## src/rtl/button_conditioner.sv

```systemverilog
// -----------------------------------------------------------------------------
// button_conditioner
//
// Input front end for the game tops. Each switch channel is synchronised,
// debounced, and turned into press/release pulses with optional auto-repeat.
// A chord detector pulses once when every channel is held, which is the game
// start condition.
//
// Optional feature macro: BUTTON_AUTOREPEAT_EN
//   defined   -> per-channel hold counters generate auto-repeat press pulses
//   undefined -> no hold counters; one o_Press pulse per accepted press
//
// Ports:
//   i_Clk      system clock
//   i_Reset    synchronous active-high reset, priority over everything
//   i_Buttons  raw asynchronous switch levels, 1 = pressed
//   o_Level    debounced level per channel
//   o_Press    1-cycle pulse on accepted press and on each auto-repeat
//   o_Release  1-cycle pulse on accepted release
//   o_Chord    1-cycle pulse when o_Level becomes all-ones
//   o_Any      OR of o_Level (combinational)
// -----------------------------------------------------------------------------
module button_conditioner #(
  parameter int NUM_BUTTONS    = 4,
  parameter int DEBOUNCE_LIMIT = 25000,
  parameter int REPEAT_DELAY   = 12500000,
  parameter int REPEAT_PERIOD  = 2500000
) (
  input  logic                   i_Clk,
  input  logic                   i_Reset,
  input  logic [NUM_BUTTONS-1:0] i_Buttons,
  output logic [NUM_BUTTONS-1:0] o_Level,
  output logic [NUM_BUTTONS-1:0] o_Press,
  output logic [NUM_BUTTONS-1:0] o_Release,
  output logic                   o_Chord,
  output logic                   o_Any
);

  // Elaboration-time parameter checks.
  if (NUM_BUTTONS < 1 || NUM_BUTTONS > 16) begin : g_bad_num_buttons
    $error("button_conditioner: NUM_BUTTONS must be 1..16");
  end
  if (DEBOUNCE_LIMIT < 2) begin : g_bad_debounce
    $error("button_conditioner: DEBOUNCE_LIMIT must be >= 2");
  end
  if (REPEAT_DELAY < 1 || REPEAT_PERIOD < 1 || REPEAT_PERIOD > REPEAT_DELAY) begin : g_bad_repeat
    $error("button_conditioner: need 1 <= REPEAT_PERIOD <= REPEAT_DELAY");
  end

  localparam int             DBW     = $clog2(DEBOUNCE_LIMIT);
  localparam logic [DBW-1:0] DB_LAST = DBW'(DEBOUNCE_LIMIT - 1);
  localparam logic [DBW-1:0] DB_ONE  = DBW'(1);

  logic [NUM_BUTTONS-1:0] sync1_q;
  logic [NUM_BUTTONS-1:0] sync2_q;
  logic [DBW-1:0]         db_cnt_q [NUM_BUTTONS];
  logic [DBW-1:0]         db_cnt_d [NUM_BUTTONS];
  logic [NUM_BUTTONS-1:0] level_q,   level_d;
  logic [NUM_BUTTONS-1:0] press_q,   press_d;
  logic [NUM_BUTTONS-1:0] release_q, release_d;
  logic                   chord_q,   chord_d;
  logic [NUM_BUTTONS-1:0] rep_fire;
  logic                   all_next;
  logic                   all_prev;

  // Debounce: count cycles where the synchronised level disagrees with the
  // accepted level; any agreement (glitch back) clears the count. The change
  // is accepted on the edge where the count has already reached LIMIT-1.
  always_comb begin : debounce_comb
    level_d = level_q;
    for (int i = 0; i < NUM_BUTTONS; i++) begin
      db_cnt_d[i] = '0;
      if (sync2_q[i] != level_q[i]) begin
        if (db_cnt_q[i] == DB_LAST) begin
          level_d[i] = ~level_q[i];
        end else begin
          db_cnt_d[i] = db_cnt_q[i] + DB_ONE;
        end
      end
    end
  end

  assign all_next = &level_d;
  assign all_prev = &level_q;

`ifdef BUTTON_AUTOREPEAT_EN
  localparam int            HW          = (REPEAT_DELAY > 1) ? $clog2(REPEAT_DELAY) : 1;
  localparam logic [HW-1:0] HOLD_LAST   = HW'(REPEAT_DELAY - 1);
  localparam logic [HW-1:0] HOLD_RELOAD = HW'(REPEAT_DELAY - REPEAT_PERIOD);
  localparam logic [HW-1:0] HOLD_ONE    = HW'(1);

  logic [HW-1:0] hold_q [NUM_BUTTONS];
  logic [HW-1:0] hold_d [NUM_BUTTONS];

  // Hold counter runs only while the channel stays accepted-high across the
  // edge and the chord is not (about to be) complete. A rising edge sees
  // level_q=0, which clears the counter in the same edge as the press pulse,
  // so the first repeat lands REPEAT_DELAY cycles after the press. Reloading
  // to DELAY-PERIOD spaces later repeats by PERIOD without wrapping.
  always_comb begin : repeat_comb
    rep_fire = '0;
    for (int i = 0; i < NUM_BUTTONS; i++) begin
      hold_d[i] = '0;
      if (level_q[i] && level_d[i] && !all_next) begin
        if (hold_q[i] == HOLD_LAST) begin
          rep_fire[i] = 1'b1;
          hold_d[i]   = HOLD_RELOAD;
        end else begin
          hold_d[i] = hold_q[i] + HOLD_ONE;
        end
      end
    end
  end

  always_ff @(posedge i_Clk) begin
    if (i_Reset) begin
      for (int i = 0; i < NUM_BUTTONS; i++) hold_q[i] <= '0;
    end else begin
      for (int i = 0; i < NUM_BUTTONS; i++) hold_q[i] <= hold_d[i];
    end
  end
`else
  assign rep_fire = '0;
`endif

  always_comb begin : pulse_comb
    press_d   = (level_d & ~level_q) | rep_fire;
    release_d = ~level_d & level_q;
    chord_d   = all_next & ~all_prev;
  end

  always_ff @(posedge i_Clk) begin
    if (i_Reset) begin
      sync1_q   <= '0;
      sync2_q   <= '0;
      level_q   <= '0;
      press_q   <= '0;
      release_q <= '0;
      chord_q   <= 1'b0;
      for (int i = 0; i < NUM_BUTTONS; i++) db_cnt_q[i] <= '0;
    end else begin
      sync1_q   <= i_Buttons;
      sync2_q   <= sync1_q;
      level_q   <= level_d;
      press_q   <= press_d;
      release_q <= release_d;
      chord_q   <= chord_d;
      for (int i = 0; i < NUM_BUTTONS; i++) db_cnt_q[i] <= db_cnt_d[i];
    end
  end

  assign o_Level   = level_q;
  assign o_Press   = press_q;
  assign o_Release = release_q;
  assign o_Chord   = chord_q;
  assign o_Any     = |level_q;

endmodule

```

## config.mk

```make
export PLATFORM = sky130hd
export DESIGN_NAME = button_conditioner
export DESIGN_NICKNAME = d
export VERILOG_FILES = /design/src/rtl/button_conditioner.sv
export SDC_FILE = /design/constraint.sdc
export NUM_CORES = 1
export LEC_CHECK = 0
export BUFFER_PORTS_ARGS = -buffer_cell sky130_fd_sc_hd__buf_2
export CORE_UTILIZATION = 40
export DETAILED_ROUTE_END_ITERATION = 12
export GPL_TIMING_DRIVEN = 0
export SLEW_MARGIN = 20
export SYNTH_ARGS = -nofsm -noshare
export SYNTH_HDL_FRONTEND = slang
export SYNTH_SLANG_ARGS = --single-unit
```

## constraint.sdc

```tcl
create_clock -name i_Clk -period 5.7 [get_ports i_Clk]
set_input_delay 0 -clock i_Clk [delete_from_list [all_inputs] [get_ports i_Clk]]
set_output_delay 0 -clock i_Clk [all_outputs]
set_load 0.005 [all_outputs]
```

==> impl_metrics.tcl <==
set metrics [dict create \
    r2r-start "db_cnt_q[2][0]$_SDFF_PP0_" \
    fin_nets 402 \
    antenna_found_initial 0 \
    start_util 0.411 \
    via_count 2509 \
    hold_viol 0 \
    path_common_cell "clkbuf_1" \
    final_common_cell "dfxtp_1" \
    postCtsSetupRepairBufs 0 \
    rsz0062_at_grt "no" \
    root_buffer "clkbuf_8" \
    post_cts_resize_count 0 \
    clock_sinks 81 \
    p_leak_nw 1.33 \
    wl_um 5940 \
    drt_iter0_drc 38 \
    insertion_delay_ps 350 \
    setup_violations 0 \
    holdCritStartpoint "i_Reset" \
    arrival_ps 2370 \
    finClkSkew_ps 6.69 \
    crit_path_start_kind "register" \
    maxCapViolCount 0 \
    dp_hpwl_um 4260 \
    r2r_cells 7 \
    fin_crit_ps 2140 \
    critical_path_class "register to register" \
    hold_buffers 4 \
    status "complete, no violations" \
    syn_area_um2 3360 \
    gp_congestion 0.775 \
    cp-end-kind "register" \
    portBuffers 19 \
    dieArea_um2 8770 \
    cpMaxStageDelayCell "clkbuf_1" \
    syn_inst 358 \
    critPathMaxStageDelay_ps 390 \
    tritoncts "done" \
    drive_gt1_frac 0.123 \
    yosysTopAreaCellShare 0.483 \
    period_share 0.375 \
    h-tree-depth 3 \
    critPathMaxFanout 10 \
    yosysSeqAreaShare 0.483 \
    ioPinCount 20 \
    peakVddDrop_uv 111 \
    clk_pin_slew_ps 90 \
    hold_path.class "input port to register" \
    die_width_um 93.7 \
    grt_pass1_vias 2314 \
    crit_path_start "db_cnt_q[2][0]$_SDFF_PP0_" \
    synth_cell_type_count 38 \
    grt_max_degree 16 \
    grt_pass1_wl_um 10400 \
    endpoint "db_cnt_q[2][7]$_SDFF_PP0_" \
    ys_warn_count 0 \
    antennaDiodeCount 0 \
    critPathRequiredTime_ps 5930 \
    cp_cell_sequence "ha_1 > and3_1 > clkbuf_1 > nand4_1 > nand2_1 > clkbuf_1 > nor2_1" \
    relSlewSlack 0.688 \
    ys_seq_elements 81 \
    clock_path_buffers 2 \
    synth_area_per_cell_um2 9.39 \
    fmax_mhz 468 \
    ant_nets 0 \
    num_rows 33 \
    die_h_um 93.7 \
    track_usage 0.154 \
    cts_made_buffers 9 \
    ff2ff_setup_slack_ps 3560 \
    routed_via_density 5.00 \
    synth_top_area_cell "dfxtp_1" \
    routedWlPerCell_um 11.8 \
    core_area_um2 8180 \
    pre_cts_slack_ps 3570 \
    p_per_area_nw_per_um2 264 \
    fin_ws_ps 3560 \
    fin_setup_tns_ps 0 \
    overflow 0 \
    slew_violations 0 \
    reg2reg_to "db_cnt_q[2][7]$_SDFF_PP0_" \
    synthesis.nets 368 \
    layout_common_cells "81 x dfxtp_1, 60 x nor2_1, 28 x nand3_1, 28 x xor2_1, 21 x buf_2" \
    tightest_slew_ps 462 \
    drc 0 \
    syn_to_final_growth_pct 13.9 \
    synth_area_leaders "dfxtp_1 48%, xor2_1 7.3%, nor2_1 6.7%, xnor2_1 5.2%, nand3_1 4.2%" \
    drt_first_pass_iters 4 \
]
[cells in the mapped netlist (all sizes together)]
library cell	number
buf	4
or4	3
nand4b	1
xor2	28
o31ai	1
nor3b	2
and3b	3
nand2	12
a21oi	8
mux2i	5
dfxtp	81
nor4	3
nor4bb	5
or2	3
and2b	2
nor4b	6
xnor2	20
nor3	6
inv	4
and2	2
o21ai	7
nor2	60
and4	6
or3	9
nand4	14
ha	4
clkbuf	10
nand3	28
and3	11
nor2b	9
nand4bb	1
[critical path: cells and delay by family, from the launching register on]
kind,cells,cell delay (ps)
flops,1,350
buf+inv,2,630
simple gates,4,830
fa+ha+maj,1,210
[registers in the layout, summed over array words and instances, names as in the netlist]
register,count
db_cnt_q,60
o_Chord,1
o_Level,4
o_Press,4
o_Release,4
sync1_q,4
sync2_q,4
[per-layer routing]
| layer | routed length (um) | track usage |
|---|---|---|
| met5 | 0 | 0 |
| met2 | 2560 | 0.222 |
| met3 | 184 | 0.0299 |
| met1 | 3080 | 0.214 |
| met4 | 112 | 0.0833 |
[layout make-up]
type,count,area [um^2]
Fill cell,808,4350
Multi-Input combinational cell,259,1660
Sequential cell,81,1620
Timing Repair Buffer,23,135
Tap cell,105,131
Clock buffer,9,124
Clock inverter,7,77.6
Buffer,14,62.6
Inverter,4,15.0
[cells by family (layout without fill, tap and decap cells)]
group,count (synthesis),after routing,synth area share
and+or+nand+nor,186,186,0.315
DFF,81,81,0.483
xor gates and xnor gates,48,48,0.125
buffers and inverters,18,57,0.0231
AOI/OAI and AO/OA,16,16,0.0246
muxes,5,5,0.0149
adders and majority gates,4,4,0.0149
[per-stage QoR]
step | area [um^2] | power [mW] | hold slack, ps | util | instances
3_3_place_gp | 3590 | 0.598 | 213 | 0.439 | 482
2_1_floorplan | 3360 | 0.593 | 128 | - | 358
5_1_grt | 3830 | 1.05 | 50.5 | 0.468 | 502
3_5_place_dp | 3590 | 0.598 | 216 | 0.439 | 482
6_report | 3830 | 1.01 | 39.5 | 0.468 | 502
4_1_cts | 3830 | 1.03 | 37.7 | 0.468 | 502
[worst min path at each step]
stage | slack [ps] | cells past startpoint | end
6_report | 40 | 3 | sync2_q[3]$_SDFF_PP0_
5_1_grt | 50 | 3 | sync2_q[2]$_SDFF_PP0_
4_1_cts | 40 | 3 | sync2_q[2]$_SDFF_PP0_
3_5_place_dp | 220 | 2 | sync1_q[3]$_SDFF_PP0_
3_3_place_gp | 210 | 2 | sync1_q[2]$_SDFF_PP0_
2_1_floorplan | 130 | 1 | sync1_q[3]$_SDFF_PP0_
[report_power, final]
group	internal, mW	switching (mW)	total [mW]
logic	0.00762	0.00769	0.0153
registers	0.569	0.00213	0.571
clock network	0.207	0.220	0.426
total	0.783	0.229	1.01
Note: power is estimated with default switching activity, not from simulation.
